[src/rtl/scan_chain_ctrl_if.sv]
`default_nettype none
// ============================================================================
// Module   : scan_chain_ctrl_if
// Brief    : Operand / product valid-ready bundle for scan_chain_ctrl.
// Revision : 1.0  initial release
// ============================================================================
interface scan_chain_ctrl_if #(
    parameter int A_W = 4,
    parameter int B_W = 4
);
    logic                 in_valid;
    logic                 in_ready;
    logic [A_W-1:0]       a;
    logic [B_W-1:0]       b;
    logic                 out_valid;
    logic                 out_ready;
    logic [A_W+B_W-1:0]   product;

    modport master (
        output in_valid, a, b, out_ready,
        input  in_ready, out_valid, product
    );

    modport slave (
        input  in_valid, a, b, out_ready,
        output in_ready, out_valid, product
    );
endinterface
`default_nettype wire

[src/rtl/scan_chain_ctrl.sv]
`default_nettype none
// ============================================================================
// Module   : scan_chain_ctrl
// Brief    : Shifts operands into a scan-chain multiplier, captures once, and
//            shifts the product back out. SCAN_CTRL_CHECK_EN adds a result check.
// Revision : 1.0  initial release
// ============================================================================
module scan_chain_ctrl #(
    parameter int A_W = 4,
    parameter int B_W = 4
) (
    input  logic              clk,
    input  logic              rst,
    scan_chain_ctrl_if.slave  bus,
    output logic              busy,
    output logic              err,
    output logic              chain_rst_n,
    output logic              scan_en,
    output logic              scan_in,
    input  logic              scan_out
);
    localparam int P_W   = A_W + B_W;
    localparam int CNT_W = $clog2(P_W) + 1;
    localparam logic [CNT_W-1:0] c_cnt_last = CNT_W'(P_W - 1);

    typedef enum logic [2:0] {
        IDLE      = 3'd0,
        SHIFT_IN  = 3'd1,
        CAPTURE   = 3'd2,
        SHIFT_OUT = 3'd3,
        DONE      = 3'd4
    } state_t;

    state_t           r_state;
    logic [CNT_W-1:0] r_cnt;
    logic [P_W-1:0]   r_sr;
    logic [P_W-1:0]   r_res;
    logic [P_W-1:0]   r_product;
    logic             r_in_ready;
    logic             r_out_valid;
    logic             r_busy;
    logic             r_scan_en;
    logic             r_scan_in;
    logic             r_chain_rst_n;

    logic [P_W-1:0]   w_ab;
    logic [P_W-1:0]   w_res_next;
    logic             w_accept;
    logic             w_last_sample;

    assign w_ab          = {bus.a, bus.b};
    assign w_res_next    = {scan_out, r_res[P_W-1:1]};
    assign w_accept      = (r_state == IDLE) && bus.in_valid && r_in_ready;
    assign w_last_sample = (r_state == SHIFT_OUT) && (r_cnt == c_cnt_last);

    // Outputs are registered, so each transition loads the value the next
    // state presents; scan_in leads sr by one bit for the same reason.
    always_ff @(posedge clk) begin
        if (rst) begin
            r_state       <= IDLE;
            r_cnt         <= '0;
            r_sr          <= '0;
            r_res         <= '0;
            r_product     <= '0;
            r_in_ready    <= 1'b1;
            r_out_valid   <= 1'b0;
            r_busy        <= 1'b0;
            r_scan_en     <= 1'b1;
            r_scan_in     <= 1'b0;
            r_chain_rst_n <= 1'b0;
        end else begin
            r_chain_rst_n <= 1'b1;
            case (r_state)
                IDLE: begin
                    if (w_accept) begin
                        r_state    <= SHIFT_IN;
                        r_cnt      <= '0;
                        r_sr       <= {1'b0, w_ab[P_W-1:1]};
                        r_scan_in  <= w_ab[0];
                        r_scan_en  <= 1'b1;
                        r_in_ready <= 1'b0;
                        r_busy     <= 1'b1;
                    end
                end
                SHIFT_IN: begin
                    if (r_cnt == c_cnt_last) begin
                        r_state   <= CAPTURE;
                        r_cnt     <= '0;
                        r_scan_en <= 1'b0;
                        r_scan_in <= 1'b0;
                    end else begin
                        r_cnt     <= r_cnt + CNT_W'(1);
                        r_scan_in <= r_sr[0];
                        r_sr      <= {1'b0, r_sr[P_W-1:1]};
                    end
                end
                CAPTURE: begin
                    r_state   <= SHIFT_OUT;
                    r_cnt     <= '0;
                    r_scan_en <= 1'b1;
                end
                SHIFT_OUT: begin
                    r_res <= w_res_next;
                    if (w_last_sample) begin
                        r_state     <= DONE;
                        r_cnt       <= '0;
                        r_product   <= w_res_next;
                        r_out_valid <= 1'b1;
                    end else begin
                        r_cnt <= r_cnt + CNT_W'(1);
                    end
                end
                DONE: begin
                    if (bus.out_ready) begin
                        r_state     <= IDLE;
                        r_out_valid <= 1'b0;
                        r_in_ready  <= 1'b1;
                        r_busy      <= 1'b0;
                    end
                end
                default: begin
                    r_state <= IDLE;
                end
            endcase
        end
    end

`ifdef SCAN_CTRL_CHECK_EN
    logic [P_W-1:0] r_expected;
    logic           r_err;

    always_ff @(posedge clk) begin
        if (rst) begin
            r_expected <= '0;
            r_err      <= 1'b0;
        end else begin
            if (w_accept) begin
                r_expected <= P_W'(bus.a) * P_W'(bus.b);
            end
            if (w_last_sample) begin
                r_err <= (w_res_next != r_expected);
            end else if ((r_state == DONE) && bus.out_ready) begin
                r_err <= 1'b0;
            end
        end
    end

    assign err = r_err;
`else
    assign err = 1'b0;
`endif

    assign bus.in_ready  = r_in_ready;
    assign bus.out_valid = r_out_valid;
    assign bus.product   = r_product;
    assign busy          = r_busy;
    assign chain_rst_n   = r_chain_rst_n;
    assign scan_en       = r_scan_en;
    assign scan_in       = r_scan_in;
endmodule
`default_nettype wire
[src/flat_wrapper.sv]
// flat-port wrapper written by rule: the top's interface ports become plain ports
module scan_chain_ctrl_flat 
#(
    parameter int A_W = 4,
    parameter int B_W = 4
)
  (clk, rst, busy, err, chain_rst_n, scan_en, scan_in, scan_out, bus_in_valid, bus_a, bus_b, bus_out_ready, bus_in_ready, bus_out_valid, bus_product);
  scan_chain_ctrl_if #(.A_W(A_W), .B_W(B_W)) bus_i ();
  input  logic clk;
  input  logic rst;
  output logic busy;
  output logic err;
  output logic chain_rst_n;
  output logic scan_en;
  output logic scan_in;
  input  logic scan_out;
  input wire logic [$bits(bus_i.in_valid)-1:0] bus_in_valid;
  input wire logic [$bits(bus_i.a)-1:0] bus_a;
  input wire logic [$bits(bus_i.b)-1:0] bus_b;
  input wire logic [$bits(bus_i.out_ready)-1:0] bus_out_ready;
  output wire logic [$bits(bus_i.in_ready)-1:0] bus_in_ready;
  output wire logic [$bits(bus_i.out_valid)-1:0] bus_out_valid;
  output wire logic [$bits(bus_i.product)-1:0] bus_product;
  assign bus_i.in_valid = bus_in_valid;
  assign bus_i.a = bus_a;
  assign bus_i.b = bus_b;
  assign bus_i.out_ready = bus_out_ready;
  assign bus_in_ready = bus_i.in_ready;
  assign bus_out_valid = bus_i.out_valid;
  assign bus_product = bus_i.product;
  scan_chain_ctrl #(.A_W(A_W), .B_W(B_W)) u_core (.clk(clk), .rst(rst), .bus(bus_i), .busy(busy), .err(err), .chain_rst_n(chain_rst_n), .scan_en(scan_en), .scan_in(scan_in), .scan_out(scan_out));
endmodule
[config.mk]
export PLATFORM = sky130hd
export DESIGN_NAME = scan_chain_ctrl_flat
export DESIGN_NICKNAME = d
export VERILOG_FILES = /design/src/rtl/scan_chain_ctrl_if.sv /design/src/rtl/scan_chain_ctrl.sv /design/src/flat_wrapper.sv
export SDC_FILE = /design/constraint.sdc
export NUM_CORES = 1
export LEC_CHECK = 0
export CAP_MARGIN = 40
export CORE_UTILIZATION = 50
export DETAILED_ROUTE_END_ITERATION = 6
export GPL_TIMING_DRIVEN = 0
export MAX_ROUTING_LAYER = met4
export PLACE_DENSITY = 0.88
export SLEW_MARGIN = 20
export SYNTH_ARGS = -nofsm -noshare
export SYNTH_HDL_FRONTEND = slang
export SYNTH_SLANG_ARGS = --single-unit
[constraint.sdc]
create_clock -name clk -period 1.95 [get_ports clk]
set_clock_uncertainty 0.05 [all_clocks]
set_input_delay 0.39 -clock clk [delete_from_list [all_inputs] [get_ports clk]]
set_output_delay 0.39 -clock clk [all_outputs]
set_load 0.01 [all_outputs]
==> metrics.md, run 1 <==
| Metric | Value |
|---|---|
| Wire length on met2 | `1400 um` |
| CTS tree | `built` |
| Starting Density | `0.533` |
| CP top delay family | `buffers and inverters` |
| # IOs | `28` |
| Post-place setup slack | `-0.0455 ns` |
| Post-layout util | `0.655` |
| Main flop type after synthesis | `dfxtp_1` |
| Worst-case clock buffer depth | `2` |
| Setup Buffers After CTS | `0` |
| Finish-stage setup viols | `0` |
| Mapped cell area | `0.00148 mm2` |
| Initial antenna violation count | `0` |
| Count of final hold-check violations | `0` |
| Leak Pwr | `0.752 nW` |
| Top cells by area, synth | `dfxtp_1 (47%), mux2i_1 (15%), nor2_1 (7.3%), a211oi_2 (3.4%), a21oi_1 (2.4%)` |
| Final worst slack | `0.173 ns` |
| Worst Path Buf+Inv | `1` |
| Post-CTS sizing | `0` |
| Count of cell types in the netlist | `35` |
| Number of max-cap violations | `0` |
| Sw frac | `0.258` |
| WL final | `approximately 2900 um` |
| DP Area | `0.00177 mm2` |
| Tmin final | `approximately 1.8 ns` |
| Area grow syn2layout | `22.9%` |
| Syn_nets | `165` |
| Post-synth EDFFs | `0` |
| Worst Path Required | `1.51 ns` |
| Number of synthesized register bits | `35` |
| CP max stage delay | `0.57 ns` |
| Grt total ovfl | `0` |
| Number of sinks on the clock net | `35` |
| Sequential element share of the synthesized area | `0.473` |
| Number of diodes | `0` |
| R2R Setup Slk | `0.17 ns` |
| Count leader, synth | `dfxtp_1` |
| Post-CTS Hold Buffers | `0` |
| Cells along the critical path | `clkdlybuf4s50_1` |
| Detailed Routing Iterations Pass 1 | `3` |
| Setup crit end kind | `primary output` |
| First-pass GRT wire length | `roughly 4800 um` |
| Hold Crit Start | `rst` |
| Share of layout cells above drive strength 1 | `0.0978` |
| Critical path peak fanout | `6` |
| RR Startpoint | `u_core.r_state[0]$_SDFFE_PP0P_` |
| Slew margin rel. | `0.620` |
| Hold Path Cell Cnt | `2` |
| Hold EP | `u_core.chain_rst_n$_DFF_P_` |
| Routability Congestion | `roughly 0.80` |
| Clock Power Share | `0.275` |
| Startpoint class of the critical path | `flop` |
| NetSw | `0.346 mW` |
| Internal Dissipation | `0.993 mW` |
| Sequential power share | `0.575` |
| Post-synth ARST share | `0` |
| Final worst path period share | `0.911` |
| Status | `completed` |
| Peak Freq | `0.563 GHz` |
| Residual DRC count | `0` |
| Gate Count Post-Synth | `approximately 150` |
| Slowest stage cell, crit path | `clkdlybuf4s50_1` |
| ANT nets after route | `0` |
| Worst Setup Path Type | `flop to primary output` |
| Peak VDD IR | `702 uV` |
| H-tree Lvls | `2` |
| Non-Filler Instances | `between 200 and 250` |
| Max layer used | `met4` |
| Full die area | `0.00318 mm2` |
| Comb pwr share | `0.151` |
| Yosys warns | `0` |
| Most frequent cells after synthesis | `dfxtp_1 (35), nor2_1 (29), mux2i_1 (22)` |
| R2R cell count | `6` |
| Placed wire-length estimate | `2070 um` |
| Worst-Margin Slew | `approximately 0.57 ns` |
| Critical path arrival | `1.34 ns` |
| Routed WL per cell | `13.3 um` |
| Final Cell Area | `about 0.0018 mm2` |
| Slew Viols, Final | `0` |
| Fin nets | `197` |
| Vias | `between 1000 and 1500` |
| Number of buffers created by CTS | `5` |
| Total GRT Usage | `0.200` |
| R2R Path End | `u_core.r_sr[3]$_SDFFE_PP0P_` |
| DR WL met3 | `123 um` |
| DRT iter0 DRCs | `23` |
| Die X-Extent | `about 56 um` |
| RSZ-0062 raised after global routing | `false` |
| Die Y-Extent | `56.4 um` |
| Clock root buffer | `clkbuf_4` |
| Met1 wire length | `about 1200 um` |
| Placed Cells | `207` |
| Via/cell ratio | `5.48` |
| Num rows | `19` |
| Area leader, netlist | `dfxtp_1` |
| Share of the synthesized area in the top cell type | `0.473` |
| Hold WC Path Type | `input port to flop` |
| Placeable Area | `0.00278 mm2` |
| Number of global-route vias before repair | `about 1200` |
| Clock transition at path regs | `0.10 ns` |
| IO Port Bufs | `25` |
| Worst-Skew Late Latency | `0.34 ns` |
| Largest net degree at the start of global routing | `11` |
| Mean post-synth cell area | `9.81 um2` |
| Power per Cell Area | `735 mW/mm2` |
-- metrics by stage --
stage,total power [mW],hold WS [ns],setup TNS (ns)
4_1_cts,1.35,0.261,0
6_report,1.34,0.275,0
2_1_floorplan,0.916,0.411,0
3_3_place_gp,0.978,0.426,0
3_5_place_dp,0.988,0.436,-0.115
5_1_grt,1.40,0.290,0
-- flip-flops by register name, indices dropped and copies added (netlist names), 3 cells and up --
register            cells
u_core.r_sr             7
u_core.bus.product      8
u_core.r_cnt            4
u_core.r_res            7
u_core.r_state          3
-- layout make-up --
class                      instances  area [um2]
fill                             231         961
multi-input combinational        103         712
sequential                        35         701
timing repair buffer              25         250
buffer                             9        53.8
clock buffer                       7        45.0
tap                               31        38.8
inverter                           4        15.0
clock inverter                     1        5.00
-- placed cells by master, fill, tap and decap left out --
cell and n:
dfxtp_1 35, nor2_1 29, clkdlybuf4s50_1 25, mux2i_1 22
clkbuf_1 7, a21oi_1 7, nand2_1 5, clkbuf_4 5
inv_1 4, o21ai_0 4, a211oi_2 4, nor3_1 3
a211oi_1 3, nand3b_1 2, a31oi_1 2, a2bb2oi_1 2
buf_6 2, a21o_1 2, nor2b_1 2, buf_2 1
nor2_4 1, and3b_1 1, xor2_1 1, and3_1 1
or2_2 1, or3b_1 1, o32ai_4 1, a311oi_1 1
nand2b_1 1, nand3_1 1, or4_1 1, o2bb2a_1 1
or3b_2 1, o311ai_0 1, ha_1 1, buf_4 1
conb_1 1, clkinv_2 1
-- cells by family (layout without fill, tap and decap cells) --
group	count (synthesis)	after routing	share of synthesized area
other	1	1	0.00253
AOI/OAI and AO/OA	28	28	0.154
DFF	35	35	0.473
xor gates and xnor gates	1	1	0.00591
adders and majority gates	1	1	0.00844
buffers and inverters	13	46	0.0464
and+or+nand+nor	50	50	0.161
muxes	22	22	0.149
-- routing by layer --
layer | up-vias | global-route usage
li1 | 594 | -
met1 | 552 | 0.207
met2 | 23 | 0.336
met3 | 10 | 0.0484
met4 | 0 | 0.129
met5 | - | -
-- worst max-delay path by stage --
stage | slack [ns] | to | depth (start not counted) | start
after floorplan | 0.36 | u_core.r_sr[2]$_SDFFE_PP0P_ | 6 | u_core.r_state[0]$_SDFFE_PP0P_
after global placement | 0.03 | u_core.r_sr[4]$_SDFFE_PP0P_ | 6 | bus_in_valid
after detailed placement | -0.05 | u_core.r_sr[3]$_SDFFE_PP0P_ | 6 | bus_in_valid
after CTS | 0.15 | bus_in_ready | 1 | u_core.bus.in_ready$_SDFFE_PP1P_
after global routing | 0.07 | u_core.r_sr[3]$_SDFFE_PP0P_ | 6 | u_core.r_state[0]$_SDFFE_PP0P_
final | 0.17 | bus_in_ready | 1 | u_core.bus.in_ready$_SDFFE_PP1P_
-- power by group through the flow --
stage | combinational [mW] | sequential [mW] | clock, mW
finish | 0.202 | 0.769 | 0.367
global route | 0.220 | 0.774 | 0.409
CTS | 0.203 | 0.769 | 0.379
detailed placement | 0.202 | 0.785 | 0
global placement | 0.195 | 0.783 | 0
floorplan | 0.130 | 0.786 | 0
Note: power is estimated with default switching activity, not from simulation.
==> inputs of run 2 (changes only) <==
==> constraint.sdc (replaced) <==
create_clock -name clk -period 1.95 [get_ports clk]
set_clock_uncertainty 0.05 [all_clocks]
set_input_delay 0.39 -clock clk [delete_from_list [all_inputs] [get_ports clk]]
set_output_delay 0.39 -clock clk [all_outputs]
set_load 0.02 [all_outputs]
==> results of run 2 <==
Same layout as run 1 (identical final DEF). Status: completed.
Among the figures that moved: setup slack after layout 0.173 ns -> 0.105 ns; total power 1.34 mW -> 1.35 mW
==> inputs of run 3 (changes only) <==
==> constraint.sdc (replaced) <==
create_clock -name clk -period 2.3 [get_ports clk]
set_clock_uncertainty 0.05 [all_clocks]
set_input_delay 0.46 -clock clk [delete_from_list [all_inputs] [get_ports clk]]
set_output_delay 0.46 -clock clk [all_outputs]
set_load 0.02 [all_outputs]
==> results of run 3 <==
Same layout as run 1 (identical final DEF). Status: completed.
Among the figures that moved: setup slack after placement -0.0455 ns -> 0.235 ns; setup slack after layout 0.173 ns -> 0.385 ns; hold slack 0.275 ns -> 0.345 ns; register-to-register setup slack 0.17 ns -> 0.52 ns; total power 1.34 mW -> 1.14 mW; worst IR drop on VDD 702 uV -> 595 uV
